[config.mk]
export PLATFORM = sky130hd
export DESIGN_NAME = merc16_control_fsm
export DESIGN_NICKNAME = d
export VERILOG_FILES = /design/src/rtl/merc16_control_fsm.sv
export SDC_FILE = /design/constraint.sdc
export NUM_CORES = 1
export LEC_CHECK = 0
export BUFFER_PORTS_ARGS = -buffer_cell sky130_fd_sc_hd__buf_4
export CAP_MARGIN = 30
export CORE_MARGIN = 5
export CORE_UTILIZATION = 50
export CTS_BUF_LIST = sky130_fd_sc_hd__clkbuf_16
export DETAILED_ROUTE_END_ITERATION = 8
export PLACE_DENSITY = 0.87
export SLEW_MARGIN = 25
export SYNTH_ARGS = -nofsm -noshare
export SYNTH_HDL_FRONTEND = slang
export SYNTH_SLANG_ARGS = --single-unit
[constraint.sdc]
create_clock -name Clock -period 1.9 [get_ports Clock]
set_input_delay 0.475 -clock Clock [delete_from_list [all_inputs] [get_ports Clock]]
set_output_delay 0.475 -clock Clock [all_outputs]
set_load 0.05 [all_outputs]
[src/rtl/merc16_control_fsm.sv]
// MERC-16 multi-cycle main controller: sequences fetch/decode/execute/memory/write-back.
// Optional MERC16_PERF_COUNT_EN adds CycleCount and RetiredCount outputs.
module merc16_control_fsm (
   input  logic       Clock,
   input  logic       Reset,
   input  logic [3:0] Opcode,
   input  logic       Zero,
   output logic [1:0] PC_Source,
   output logic       PC_Write,
   output logic       InstData,
   output logic       IR_Write,
   output logic       MemWrite,
   output logic       RegWrite,
   output logic       RegDst,
   output logic       MemToReg,
   output logic       ALUSrcA,
   output logic [1:0] ALUSrcB,
   output logic [1:0] ALUOp,
   output logic       Halted,
   output logic [3:0] State
`ifdef MERC16_PERF_COUNT_EN
   ,
   output logic [31:0] CycleCount,
   output logic [31:0] RetiredCount
`endif
);

   typedef enum logic [3:0] {
      StFetch0   = 4'd0,
      StFetch1   = 4'd1,
      StDecode   = 4'd2,
      StExecR    = 4'd3,
      StExecI    = 4'd4,
      StMemAddr  = 4'd5,
      StMemRead  = 4'd6,
      StMemWrite = 4'd7,
      StWbAlu    = 4'd8,
      StWbMem    = 4'd9,
      StBranch   = 4'd10,
      StJump     = 4'd11,
      StHalt     = 4'd12
   } state_t;

   typedef struct packed {
      logic [1:0] pc_source;
      logic       pc_write;
      logic       inst_data;
      logic       ir_write;
      logic       mem_write;
      logic       reg_write;
      logic       reg_dst;
      logic       mem_to_reg;
      logic       alu_src_a;
      logic [1:0] alu_src_b;
      logic [1:0] alu_op;
      logic       halted;
   } ctrl_t;

   state_t state_q, state_d;
   ctrl_t  ctrl_q, ctrl_out;
   logic   is_sw_q, is_bne_q;
   logic   branch_take;

   // Output bundle for a state; from_exec_r carries the RegDst choice into WB_ALU.
   function automatic ctrl_t decode_ctrl(state_t st, logic from_exec_r);
      ctrl_t c;
      c = '0;
      case (st)
         StFetch1: begin
            c.ir_write  = 1'b1;
            c.alu_src_b = 2'd1;
            c.pc_write  = 1'b1;
         end
         StDecode:  c.alu_src_b = 2'd3;
         StExecR: begin
            c.alu_src_a = 1'b1;
            c.alu_op    = 2'd2;
         end
         StExecI, StMemAddr: begin
            c.alu_src_a = 1'b1;
            c.alu_src_b = 2'd2;
         end
         StMemRead: c.inst_data = 1'b1;
         StMemWrite: begin
            c.inst_data = 1'b1;
            c.mem_write = 1'b1;
         end
         StWbAlu: begin
            c.reg_write = 1'b1;
            c.reg_dst   = from_exec_r;
         end
         StWbMem: begin
            c.inst_data  = 1'b1;
            c.reg_write  = 1'b1;
            c.mem_to_reg = 1'b1;
         end
         StBranch: begin
            c.alu_src_a = 1'b1;
            c.alu_op    = 2'd1;
            c.pc_source = 2'd1;
         end
         StJump: begin
            c.pc_source = 2'd2;
            c.pc_write  = 1'b1;
         end
         StHalt:    c.halted = 1'b1;
         default:   ;
      endcase
      return c;
   endfunction

   always_comb begin
      state_d = state_q;
      case (state_q)
         StFetch0:   state_d = StFetch1;
         StFetch1:   state_d = StDecode;
         StDecode: begin
            case (Opcode)
               4'd0, 4'd1, 4'd2, 4'd3: state_d = StExecR;
               4'd4:                   state_d = StExecI;
               4'd5, 4'd6:             state_d = StMemAddr;
               4'd7, 4'd8:             state_d = StBranch;
               4'd9:                   state_d = StJump;
               4'd15:                  state_d = StHalt;
               default:                state_d = StFetch0;
            endcase
         end
         StExecR, StExecI: state_d = StWbAlu;
         StMemAddr:  state_d = is_sw_q ? StMemWrite : StMemRead;
         StMemRead:  state_d = StWbMem;
         StHalt:     state_d = StHalt;
         default:    state_d = StFetch0;
      endcase
   end

   // Outputs are registered from the next state so they line up with state_q.
   always_ff @(posedge Clock) begin
      if (Reset) begin
         state_q  <= StFetch0;
         ctrl_q   <= '0;
         is_sw_q  <= 1'b0;
         is_bne_q <= 1'b0;
      end else begin
         state_q <= state_d;
         ctrl_q  <= decode_ctrl(state_d, state_q == StExecR);
         if (state_q == StDecode) begin
            is_sw_q  <= (Opcode == 4'd6);
            is_bne_q <= (Opcode == 4'd8);
         end
      end
   end

   assign ctrl_out    = Reset ? '0 : ctrl_q;
   assign branch_take = (state_q == StBranch) && (Zero ^ is_bne_q);

   assign PC_Source = ctrl_out.pc_source;
   assign PC_Write  = !Reset && (ctrl_q.pc_write || branch_take);
   assign InstData  = ctrl_out.inst_data;
   assign IR_Write  = ctrl_out.ir_write;
   assign MemWrite  = ctrl_out.mem_write;
   assign RegWrite  = ctrl_out.reg_write;
   assign RegDst    = ctrl_out.reg_dst;
   assign MemToReg  = ctrl_out.mem_to_reg;
   assign ALUSrcA   = ctrl_out.alu_src_a;
   assign ALUSrcB   = ctrl_out.alu_src_b;
   assign ALUOp     = ctrl_out.alu_op;
   assign Halted    = ctrl_out.halted;
   assign State     = Reset ? 4'd0 : state_q;

`ifdef MERC16_PERF_COUNT_EN
   logic retire;

   assign retire = (state_q == StWbAlu) || (state_q == StWbMem) || (state_q == StMemWrite) ||
                   (state_q == StBranch) || (state_q == StJump) ||
                   ((state_q == StDecode) && (state_d == StFetch0));

   always_ff @(posedge Clock) begin
      if (Reset) begin
         CycleCount   <= '0;
         RetiredCount <= '0;
      end else begin
         if (state_q != StHalt) CycleCount <= CycleCount + 32'd1;
         if (retire)            RetiredCount <= RetiredCount + 32'd1;
      end
   end
`endif

endmodule

==> metrics.txt <==
outcome=finished clean; Internal=~910 uW; CTS max path bufs=2; Die Height=58.27 um; largest net degree at the start of global routing=34; Post-Syn Instances=130; Area growth, synth to finish=33.94%; share of synthesized registers carrying an async set or reset=0%; pwr dens=849.8 nW/um2; Comb pwr share=between 20% and 30%; crit path launch type=input pin; Final Hold Vio Count=0; power share of the clock group=34.1%; IO buf count=25; net switching power=420.4 uW; Seq pwr share=a little under two fifths; DP Worst Slack=-0.1863 ns; Critical Path RT=2.05 ns; vias in the first global route=1,031; max_slew headroom=66.10%; Post-synth top flop=dfxtp_1; final WL=roughly 3 mm; sw frac=31.71%; CTS tree=done; clock insertion delay at the later pin of the skew report=approximately 0.25 ns; Core ar.=2212 um2; IO Pins=26; number of flops mapped to enable cells by yosys=0; RSZ-0062 raised after global routing=false; iteration-0 DRC count of the detailed router=33; TritonRoute pass-1 iters=4; drt via density=between 5 and 6; Leak=0.6689 nW; WS Path Type=in2reg; Final WS setup=0.003927 ns; Synth Net Count=142; Max-Cap Viols=0; GR Overflow Total=0; initial cell density of the core=52.66%; Yosys warning total=0; number of synthesized register bits=21; Max VDD drop=0.0005549 V; initial antenna violation count=0; FMAX=0.5274 GHz; Antenna diodes=0; TritonCTS Sinks=21; GRT Total Usage=18.92%; fill count=170; placed cells=187; clock slew at reported path FFs=0.06 ns; top cells by area, synth=dfxtp_1, nor2b_1, ha_1; most frequent cells after synthesis=nor2b_1, dfxtp_1, nor2_1, nand2_1, nor3_1; top-count cell post-synth=nor2b_1; Synth area leader=dfxtp_1; FF-to-FF path depth=4; Pins Over Slew Limit=0; Netlist cell types=41; Die ar.=3395 um2; post-synthesis sequential area ratio=36.09%; area of the multi-input gates=between 700 and 800 um2; total CTS buffers=3; final instance count without filler cells=about 190; row count=17; Post-route DRC=0; synthesized area per cell=8.961 um2; Min-Delay Path Class=reg2reg; clock skew=0.0007923 ns; Die W=58.27 um; top-area cell type share of the netlist area=36.09%; synthesized area=1165 um2; Slew @ Worst Pin=0.5078 ns; Antenna Nets Post-Route=0; Hold Path Stages=2; CP Capture Type=register; first-pass GRT wire length=between 4 and 5 mm; sequential cell area=about 420 um2; Final HPWL DP=1.924 mm; Tmin final=1.896 ns; share of cells above drive strength 1=slightly below 40%; CTS H-tree depth=1; Clock Tree Root=clkbuf_16; Avg WL per Cell=15.95 um; Placer Congestion=0.7889; Crit Path Max Fanout=4; CP Data Arrival Time=2.04 ns; net total in the final layout=roughly 180; via count=roughly 1,100; Final setup viols=0; final worst-path cycle share=between 90% and 100%
==> cell usage in the layout (no fill, tap or decap), types with 3 or more instances in the layout <==
cell       netlist  layout
buf_4            3      35
nand2_1          9       9
clkbuf_16        0       3
a21oi_1          4       4
nor2_1          12      11
ha_1             5       5
inv_1            3       3
nor3_1           7       6
dfxtp_1         21      19
nor2b_1         23      22
==> worst paths after layout <==
kind,start,end,slack (ns)
worst max-delay path,Opcode[0],ctrl_q[1]$_SDFF_PP0_,0.004
worst min-delay path,is_sw_q$_SDFFE_PP0N_,is_sw_q$_SDFFE_PP0N_,0.46
worst max register to register,state_q[3]$_SDFF_PP0_,ctrl_q[11]$_SDFF_PP0_,0.19
worst min register to register,is_sw_q$_SDFFE_PP0N_,is_sw_q$_SDFFE_PP0N_,0.46
==> power groups by stage <==
| stage | Sequential, mW | Combinational (mW) | Clock, mW |
|---|---|---|---|
| floorplan | 0.489 | 0.254 | 0 |
| global placement | 0.505 | 0.329 | 0 |
| detailed placement | 0.506 | 0.340 | 0 |
| CTS | 0.498 | 0.355 | 0.454 |
| global route | 0.504 | 0.396 | 0.476 |
| finish | 0.500 | 0.373 | 0.452 |
==> area by class of cell <==
| class | instances | share of cell area (%) |
|---|---|---|
| clock buffer | 3 | 4.812 |
| clock inverter | 1 | 0.3208 |
| inverter | 3 | 0.7217 |
| multi-input combinational | 99 | 47.23 |
| sequential | 21 | 27.11 |
| tap | 28 | 2.245 |
| timing repair buffer | 36 | 17.56 |
==> state kept, by name (all words and copies together) (netlist names) <==
| name | count |
|---|---|
| ctrl_q | 15 |
| state_q | 4 |
| is_bne_q | 1 |
| is_sw_q | 1 |
==> stage by stage <==
stage / hold slack, ns / instance area, um2 / total power [mW] / utilization, % / setup TNS, ns
4_1_cts: 0.4727 / 1530 / 1.306 / 69.17 / 0
5_1_grt: 0.4950 / 1560 / 1.376 / 70.53 / 0
3_5_place_dp: 0.4646 / 1438 / 0.8454 / 64.99 / -0.9344
2_1_floorplan: 0.4276 / 1170 / 0.7432 / - / 0
6_report: 0.4626 / 1560 / 1.326 / 70.53 / 0
3_3_place_gp: 0.4550 / 1438 / 0.8343 / 64.99 / -0.4607
==> layer usage <==
metal / global-route usage (%) / vias up / share of wire, %
li1: - / 510 / -
met1: 20.35 / 532 / 40
met2: 33.81 / 31 / 52
met3: 4.454 / 11 / 4.8
met4: 9.934 / 0 / 3.2
met5: 0 / - / 0
==> cells by family (layout without fill, tap and decap cells) <==
logic type	after synthesis	count (layout)	share of synthesized area, %
buffers and inverters	10	43	4.188
AO/OA/AOI/OAI	18	18	14.39
adder cells (fa/ha/maj)	5	5	5.371
XOR/XNOR	4	4	3.008
AND/OR/NAND/NOR	72	72	36.95
flip-flops	21	21	36.09
==> timing repair <==
action	in CTS	in global routing
setup buffers	0	0
hold buffers	0	0
pin swaps	0	0
endpoints found under the setup margin	2	4
resized for setup	3	6
==> critical path, cell delays in order <==
cell	delay, ns
buf_4	0.13
ha_1	0.23
and2_1	0.16
o21ai_2	0.19
nor3_2	0.07
or4_4	0.56
nor4_2	0.22
(Power assumes the default switching activity.)
